File: src/rtl/buzzer.sv
// Square-wave tone generator for the panel buzzer.
// A one-hot select picks one of four notes; the half-period counts come from CLOCK_FREQ.
module buzzer #(
    parameter int unsigned CLOCK_FREQ = 50_000_000,
    parameter int unsigned FREQ_0     = 262,
    parameter int unsigned FREQ_1     = 330,
    parameter int unsigned FREQ_2     = 392,
    parameter int unsigned FREQ_3     = 523
) (
    input  logic       clock,
    input  logic       reset,
    input  logic       conta,
    input  logic [3:0] seletor,
    output logic       pulso
);

    function automatic int unsigned half_period(input int unsigned freq);
        int unsigned h;
        if (freq == 0) begin
            return 1;
        end
        h = CLOCK_FREQ / (2 * freq);
        return (h < 1) ? 1 : h;
    endfunction

    localparam int unsigned HALF_0 = half_period(FREQ_0);
    localparam int unsigned HALF_1 = half_period(FREQ_1);
    localparam int unsigned HALF_2 = half_period(FREQ_2);
    localparam int unsigned HALF_3 = half_period(FREQ_3);

    localparam int unsigned MAX_01   = (HALF_0 > HALF_1) ? HALF_0 : HALF_1;
    localparam int unsigned MAX_23   = (HALF_2 > HALF_3) ? HALF_2 : HALF_3;
    localparam int unsigned MAX_HALF = (MAX_01 > MAX_23) ? MAX_01 : MAX_23;

    localparam int unsigned CNT_W_RAW = $clog2(MAX_HALF) + 1;
    localparam int unsigned CNT_W     = (CNT_W_RAW < 2) ? 2 : CNT_W_RAW;

    localparam logic [CNT_W-1:0] LAST_0 = CNT_W'(HALF_0 - 1);
    localparam logic [CNT_W-1:0] LAST_1 = CNT_W'(HALF_1 - 1);
    localparam logic [CNT_W-1:0] LAST_2 = CNT_W'(HALF_2 - 1);
    localparam logic [CNT_W-1:0] LAST_3 = CNT_W'(HALF_3 - 1);

    logic [CNT_W-1:0] r_cnt;
    logic             r_pulso;
    logic [3:0]       r_sel;

    logic [CNT_W-1:0] w_cnt_next;
    logic             w_pulso_next;
    logic [CNT_W-1:0] w_last;
    logic             w_onehot;

    assign w_onehot = (seletor != 4'b0000) && ((seletor & (seletor - 4'd1)) == 4'b0000);

    always_comb begin
        w_last = '0;
        case (seletor)
            4'b0001: w_last = LAST_0;
            4'b0010: w_last = LAST_1;
            4'b0100: w_last = LAST_2;
            4'b1000: w_last = LAST_3;
            default: w_last = '0;
        endcase
    end

    always_comb begin
        w_cnt_next   = r_cnt;
        w_pulso_next = r_pulso;
        if (!conta || !w_onehot) begin
            w_cnt_next   = '0;
            w_pulso_next = 1'b0;
        end else if (seletor != r_sel) begin
            // New note: restart phase-aligned, low half first.
            w_cnt_next   = '0;
            w_pulso_next = 1'b0;
        end else if (r_cnt == w_last) begin
            w_cnt_next   = '0;
            w_pulso_next = ~r_pulso;
        end else if (r_cnt > w_last) begin
            w_cnt_next   = '0;
        end else begin
            w_cnt_next   = r_cnt + CNT_W'(1);
        end
    end

    always_ff @(posedge clock or negedge reset) begin
        if (!reset) begin
            r_cnt   <= '0;
            r_pulso <= 1'b0;
            r_sel   <= 4'b0000;
        end else begin
            r_cnt   <= w_cnt_next;
            r_pulso <= w_pulso_next;
            r_sel   <= seletor;
        end
    end

    assign pulso = r_pulso;

endmodule

File: config.mk
export PLATFORM = sky130hd
export DESIGN_NAME = buzzer
export DESIGN_NICKNAME = d
export VERILOG_FILES = /design/src/rtl/buzzer.sv
export SDC_FILE = /design/constraint.sdc
export NUM_CORES = 1
export LEC_CHECK = 0
export ABC_CLOCK_PERIOD_IN_PS = 2480
export CAP_MARGIN = 20
export CORE_UTILIZATION = 35
export DETAILED_ROUTE_END_ITERATION = 12
export GPL_TIMING_DRIVEN = 0
export PLACE_DENSITY_LB_ADDON = 0.15
export SYNTH_ARGS = -nofsm -noshare
export SYNTH_HDL_FRONTEND = slang
export SYNTH_SLANG_ARGS = --single-unit
File: constraint.sdc
create_clock -name clock -period 2.48 [get_ports clock]
set_input_delay 0.496 -clock clock [delete_from_list [all_inputs] [get_ports clock]]
set_output_delay 0.496 -clock clock [all_outputs]
set_load 0.01 [all_outputs]
==> impl_metrics.csv, run 1 <==
group,metric,value,unit
routing,drt-initial-drc-count,80,
timing,rsz0062_at_grt,"yes",
floorplanning,rows,25,
finish,fin_util,0.485,
finish,layout-drive-gt1-share,0.283,
global_route,grt_pass1_wl,7360,um
setup_path,startpoint,"seletor[1]",
setup_path,r2r_cells,7,
timing,setup_slack,0.00476,ns
setup_path,r2r-end,"r_cnt[6]$_DFF_PN0_",
setup_path,cpMostUsedCell,"buf_8",
setup_path,worstPathMaxFanout,7,
routing,antenna_left,0,
global_route,grtUsageMet2,0.304,
floorplanning,die_h,72.5,um
yosys,yosysTopAreaCell,"dfrtp_1",
setup_path,timing.reg2reg.setup_slack,0.07,ns
outcome,status,"finished clean",
yosys,synth-edff-count,0,
floorplanning,start_util,0.366,
yosys,synth_common_cells,"nor2_1 (32), dfrtp_1 (23), nand4_1 (20)",
global_route,track_usage,0.181,
cts,path_clk_slew,0.09,ns
timing,tns,0,ns
timing,finalHoldViolCount,0,
place,place_hpwl,3020,um
setup_path,cp.arrival,2.64,ns
cts,insertion_delay,0.27,ns
setup_path,crit_cells,14,
setup_path,worstPathRequired,2.65,ns
setup_path,cp_top_family,"simple AND/OR/NAND/NOR gates",
yosys,syn_inst,192,
routing,firstDrtPassIters,4,
routing,routed_via_density,5.29,
routing,wire_per_inst,15.2,um
cts,cts_tree,"built",
floorplanning,core_area,4750,um^2
place,port_buffers,7,
global_route,use_met1,0.247,
yosys,yosysUniqueCellTypes,37,
floorplanning,dieArea,5260,um^2
place,place.gp.congestion,0.825,
yosys,synth.top_cell.area_share,0.331,
timing,setup_viol,0,
power,vdd_drop_max,0.000181,V
yosys,yosysWarningCount,0,
floorplanning,io_pins,8,
routing,drcViolationCount,0,
yosys,syn-num-nets,214,
global_route,overflow,0,
routing,wirelength,4440,um
global_route,met3_usage,0.0208,
setup_path,timing.rr.start,"r_sel[0]$_DFF_PN0_",
setup_path,path_cells,"buf_8, buf_8, xnor2_2, or3_4, ha_4, nand4_1, nor2_2, buf_4, and4b_1, nand4b_1, buf_6, buf_8, nand4_1, nor2_4",
global_route,grt_max_degree,24,
yosys,synth_flop_cell,"dfrtp_1",
min_path,hold_path_class,"in -> reg",
global_route,grt_busiest_layer,"met2",
power,leakagePower,1.01,nW
setup_path,crit_slowest_cell,"or3_4",
setup_path,crit_buf_inv,5,
timing,worst_pin_slew,0.528,ns
cts,cts.sinks,23,
cts,postCtsHoldBufs,0,
place,dp_slack,-1.04,ns
min_path,hp-start,"seletor[1]",
yosys,synth_area,1740,um^2
yosys,yosysSeqAreaShare,0.331,
cts,cts_root_buf,"clkbuf_8",
flow_run,timing.max_cap.violations,0,
finish,antenna_cells,0,
timing,fin_skew,0.00240,ns
finish,synthToLayoutAreaGrowth,32.5,%
yosys,synth.most_common_cell,"nor2_1",
global_route,grt_pass1_vias,1534,
setup_path,crit_path_end_kind,"flop",
cts,cts_inserted_buffers,3,
timing,fmax,404,MHz
yosys,synth_area_leaders,"dfrtp_1 (33%), ha_1 (11%), nand4_1 (7.2%)",
floorplanning,die_x,72.5,um
timing,slew_headroom,0.647,
cts,cts_max_level,1,
global_route,antenna_found_initial,0,
cts,cts_buffer_depth,2,
timing,finalCritPeriodShare,0.998,
yosys,ys_seq_elements,23,
yosys,syn_avg_cell_area,9.06,um^2
power,power.total,0.824,mW
finish,fin_nets,249,
setup_path,crit_type,"in -> reg",
setup_path,setup.worst_path.end,"r_cnt[8]$_DFF_PN0_",
setup_path,start_kind,"primary input",
routing,via_count,1549,
setup_path,slowest_delay,0.36,ns
timing,min_period,2.48,ns
yosys,ys_async_sr_fraction,1.00,
timing,timing.final.max_slew_violations,0,
power,powerDensity,357,nW/um^2
## placed cells by master, fill, tap and decap left out, types with 2 or more instances in the layout
| master | instances |
|---|---|
| a211oi_1 | 2 |
| dfrtp_1 | 23 |
| nor2b_1 | 3 |
| xnor2_1 | 12 |
| ha_1 | 14 |
| buf_8 | 6 |
| buf_4 | 20 |
| nor2_2 | 9 |
| buf_2 | 2 |
| o21ai_0 | 3 |
| nand2_1 | 12 |
| inv_1 | 7 |
| clkdlybuf4s50_1 | 3 |
| nor3_1 | 2 |
| nor2_1 | 19 |
| o211ai_1 | 2 |
| buf_6 | 4 |
| xor2_1 | 9 |
| nor2_4 | 4 |
| and4_1 | 3 |
| o21ai_1 | 2 |
| a21o_1 | 2 |
| nand3_1 | 7 |
| a2111oi_4 | 2 |
| nand2b_1 | 2 |
| nand4b_1 | 4 |
| nand4_1 | 20 |
| xnor2_2 | 2 |
| clkbuf_8 | 4 |
## routing by layer
metal / share of wire / wire (um)
met1: 0.46 / 2060
met2: 0.51 / 2260
met4: 0.011 / 47
met3: 0.017 / 76
met5: 0 / 0
## state kept, by name, indices dropped and copies added, names as in the netlist
register,count
r_sel,4
pulso,1
r_cnt,18
## power by group
group / internal, mW / total, mW / switching (mW) / leakage [nW]
registers: 0.378 / 0.381 / 0.00290 / 0.312
logic: 0.0975 / 0.196 / 0.0981 / 0.673
clock network: 0.112 / 0.247 / 0.135 / 0.0255
## timing repair
item | 4_1_cts | 5_1_grt
gates cloned | 1 | 1
pin swaps | 12 | 13
setup buffers | 18 | 3
setup endpoints to repair | 19 | 19
resized for setup | 37 | 18
## cell families after synthesis
group           Yosys count  synth area share
buf+inv                  16            0.0446
xor+xnor                 24             0.121
fa+ha+maj                15             0.108
compound gates           21             0.113
flops                    23             0.331
simple gates             93             0.283
## per-stage QoR
step | area (um^2) | instances | hold slack (ns)
finish | 2310 | 293 | 0.331
global route | 2310 | 293 | 0.318
CTS | 2190 | 289 | 0.356
detailed placement | 1940 | 266 | 0.533
global placement | 1940 | 266 | 0.520
floorplan | 1790 | 192 | 0.200
## how the worst min path moves through the flow
stage | end | slack, ns | cells after the start
2_1_floorplan | pulso$_DFFE_PN0P_ | 0.20 | 0
3_3_place_gp | pulso$_DFFE_PN0P_ | 0.52 | 2
3_5_place_dp | pulso$_DFFE_PN0P_ | 0.53 | 2
4_1_cts | r_sel[1]$_DFF_PN0_ | 0.36 | 1
5_1_grt | r_sel[1]$_DFF_PN0_ | 0.32 | 1
6_report | r_sel[1]$_DFF_PN0_ | 0.33 | 1
## cell type report
| cell class | count | area [um^2] |
|---|---|---|
| fillers | 452 | 2450 |
| multi-input cells | 153 | 1200 |
| flip-flops and latches | 23 | 576 |
| repair buffers | 31 | 283 |
| plain buffers | 8 | 92.6 |
| well taps | 67 | 83.8 |
| clock buffers | 3 | 41.3 |
| inverters | 7 | 26.3 |
| clock inverters | 1 | 5.00 |
Power figures use the tool's default switching activity.
==> run 2: changes to the inputs <==
--- a/config.mk
+++ b/config.mk
@@ -5,11 +5,13 @@
 export SDC_FILE = /design/constraint.sdc
 export NUM_CORES = 1
 export LEC_CHECK = 0
+export ABC_AREA = 1
 export ABC_CLOCK_PERIOD_IN_PS = 2480
 export CAP_MARGIN = 20
 export CORE_UTILIZATION = 35
 export DETAILED_ROUTE_END_ITERATION = 12
 export GPL_TIMING_DRIVEN = 0
+export MAX_ROUTING_LAYER = met4
 export PLACE_DENSITY_LB_ADDON = 0.15
 export SYNTH_ARGS = -nofsm -noshare
 export SYNTH_HDL_FRONTEND = slang
==> run 2 against run 1 <==
Synthesized area up 7.4%. Routed wire length rose by 1.8%. Non-clock buffer count down 24. Flip-flop and latch count unchanged. Clock power grew 2%. Die area up 7.2%. Via count grew 5.2%. Clock skew up 0.0013 ns. Global-route usage increased by 1.0 points. Sequential power about the same. Utilization fell by 7.3 points. Critical path type unchanged. Largest power group unchanged.
==> impl_metrics.csv, run 2 <==
group,metric,value,unit
outcome,status,"finished clean",
floorplanning,start_util,0.364,
yosys,yosysTopAreaCell,"dfrtp_1",
power,leakagePower,1.01,nW
yosys,synth_area_leaders,"dfrtp_1 (31%), ha_1 (10%), nand2_1 (9.0%)",
power,powerDensity,376,nW/um^2
finish,largest_reg_flops,18,
finish,synthToLayoutAreaGrowth,13.3,%
cts,cts_max_level,1,
finish,largest_register,"r_cnt",
timing,fin_skew,0.00370,ns
global_route,track_usage,0.191,
floorplanning,dieArea,5640,um^2
yosys,yosysUniqueCellTypes,29,
setup_path,worstPathMaxFanout,10,
setup_path,cp.arrival,2.39,ns
yosys,synthMuxAreaShare,0,
yosys,syn_inst,250,
finish,mostFrequentLayoutCells,"nand2_1 (45), inv_1 (30), nor2_1 (30)",
place,place.gp.congestion,0.822,
finish,multi_input_area,1140,um^2
yosys,ys_seq_elements,23,
finish,nFillCells,563,
setup_path,worstPathRequired,2.65,ns
yosys,ys_async_sr_fraction,1.00,
routing,drt-initial-drc-count,42,
global_route,grt_pass1_vias,1591,
yosys,synth.most_common_cell,"nand2_1",
flow_run,timing.max_cap.violations,0,
cts,cts_inserted_buffers,3,
yosys,yosysWarningCount,0,
yosys,synth_area,1870,um^2
global_route,antenna_found_initial,0,
timing,finalHoldViolCount,0,
power,vdd_drop_max,0.000242,V
yosys,synthAdderAreaFrac,0.100,
floorplanning,rows,26,
finish,fin_nets,287,
finish,antenna_cells,0,
min_path,hold_path_class,"in -> reg",
timing,setup_slack,0.257,ns
routing,wire_per_inst,13.5,um
routing,drcViolationCount,0,
yosys,syn-num-nets,272,
finish,seq_area,576,um^2
routing,via_count,1629,
routing,antenna_left,0,
cts,postCtsHoldBufs,0,
cts,cts_buffer_depth,2,
yosys,synth_top_family_by_area,"simple AND/OR/NAND/NOR gates",
setup_path,start_kind,"primary input",
timing,worst_pin_slew,0.755,ns
setup_path,crit_type,"in -> reg",
timing,rsz0062_at_grt,"no",
cts,cts_root_buf,"clkbuf_8",
place,dp_slack,-0.634,ns
yosys,syn_avg_cell_area,7.48,um^2
global_route,grt_max_degree,15,
global_route,grt_pass1_wl,7750,um
floorplanning,io_pins,8,
yosys,synth-edff-count,0,
cts,insertion_delay,0.27,ns
yosys,synth.top_cell.area_share,0.308,
timing,setup_viol,0,
floorplanning,core_area,5140,um^2
cts,cts_tree,"built",
yosys,synth_common_cells,"nand2_1 (45), nor2_1 (32), inv_1 (31)",
global_route,overflow,0,
timing,timing.final.max_slew_violations,0,
place,place_hpwl,3480,um
routing,firstDrtPassIters,4,
timing,min_period,2.22,ns
yosys,synth_compound_area_frac,0.110,
yosys,synth_flop_cell,"dfrtp_1",
yosys,yosysSeqAreaShare,0.308,
timing,fmax,450,MHz
floorplanning,die_h,75.1,um
cts,cts.sinks,23,
timing,slew_headroom,0.495,
routing,routed_via_density,4.88,
routing,wirelength,4520,um
finish,layout-drive-gt1-share,0.189,
finish,layout_commonest_cell,"nand2_1",
place,port_buffers,7,
timing,finalCritPeriodShare,0.896,
yosys,synth-xor-area-share,0.0422,
floorplanning,die_x,75.1,um
setup_path,crit_path_end_kind,"flop",
cts,path_clk_slew,0.09,ns
timing,tns,0,ns
yosys,synthSimpleGateAreaFrac,0.347,
## run 2: cell count changes in the layout (fill, tap and decap cells not counted), sizes merged, moves of 3 or more
cell    change
nor2b       -3
buf        -24
or2         +3
nand3      +11
a21oi      +20
inv        +27
and4        -3
nand2      +40
nand4b      -4
nor3        +4
xnor2      -13
nand4       -5
## run 2: layer usage
metal | up-vias | GRT usage | part of all wire
met5 | - | - | 0
met4 | 0 | 0.0314 | 0.0066
met3 | 4 | 0.0321 | 0.031
met2 | 16 | 0.301 | 0.46
met1 | 747 | 0.261 | 0.50
li1 | 862 | - | -
## run 2: power breakdown
part	switching [mW]	leakage, nW	total, mW	internal (mW)
clock	0.138	0.0217	0.252	0.114
sequential	0.00151	0.312	0.380	0.378
combinational	0.107	0.676	0.164	0.0571
total	0.247	1.01	0.796	0.549
## run 2: logic make-up (layout without fill, tap and decap cells)
| group | Yosys count | count (layout) |
|---|---|---|
| buf+inv | 39 | 53 |
| flops | 23 | 23 |
| simple gates | 133 | 133 |
| xor+xnor | 9 | 9 |
| fa+ha+maj | 15 | 15 |
| compound gates | 31 | 31 |
## run 2: area by class of cell
class / instances / area share
timing repair buffer: 10 / 0.0419
multi-input combinational: 188 / 0.539
sequential: 23 / 0.272
buffer: 5 / 0.0224
tap: 70 / 0.0413
inverter: 34 / 0.0602
clock inverter: 1 / 0.00354
clock buffer: 3 / 0.0195
## run 2: repair_timing
item	4_1_cts	5_1_grt
gates resized for setup	6	13
endpoints found under the setup margin	19	19
pin swaps	0	1
hold endpoints to repair	0	0
buffers inserted	0	2
## run 2: worst paths after layout
check	from	slack, ns	depth (start not counted)	endpoint
hold / removal	seletor[1]	0.40	1	r_sel[1]$_DFF_PN0_
min in group asynchronous	reset	0.66	1	r_cnt[8]$_DFF_PN0_
max in group asynchronous	reset	1.27	2	r_cnt[9]$_DFF_PN0_
hold reg to reg	pulso$_DFFE_PN0P_	0.58	3	pulso$_DFFE_PN0P_
setup reg to reg	r_cnt[1]$_DFF_PN0_	0.49	10	r_cnt[14]$_DFF_PN0_
setup / recovery	seletor[0]	0.26	18	r_cnt[15]$_DFF_PN0_
## run 2: worst max-delay path, cell delays in order
cell      delay, ns
clkbuf_2       0.13
inv_1          0.09
nand2_1        0.08
nor2_4         0.14
nor2_1         0.05
ha_1           0.29
nand2_1        0.10
inv_1          0.07
nand3_1        0.08
nor2_1         0.10
nand2_1        0.08
nor2_1         0.12
a21oi_1        0.07
nand2_1        0.07
nand2_1        0.08
nand2_4        0.12
buf_8          0.15
a21oi_2        0.05
## run 2: per-stage QoR
step | std cells | utilization | cell area, um^2 | hold slack (ns) | power (mW)
6_report | 334 | 0.412 | 2120 | 0.404 | 0.796
5_1_grt | 334 | 0.412 | 2120 | 0.396 | 0.848
4_1_cts | 332 | 0.407 | 2090 | 0.566 | 0.803
3_5_place_dp | 328 | 0.397 | 2040 | 0.567 | 0.542
3_3_place_gp | 327 | 0.394 | 2030 | 0.565 | 0.539
2_1_floorplan | 250 | - | 1870 | 0.200 | 0.490
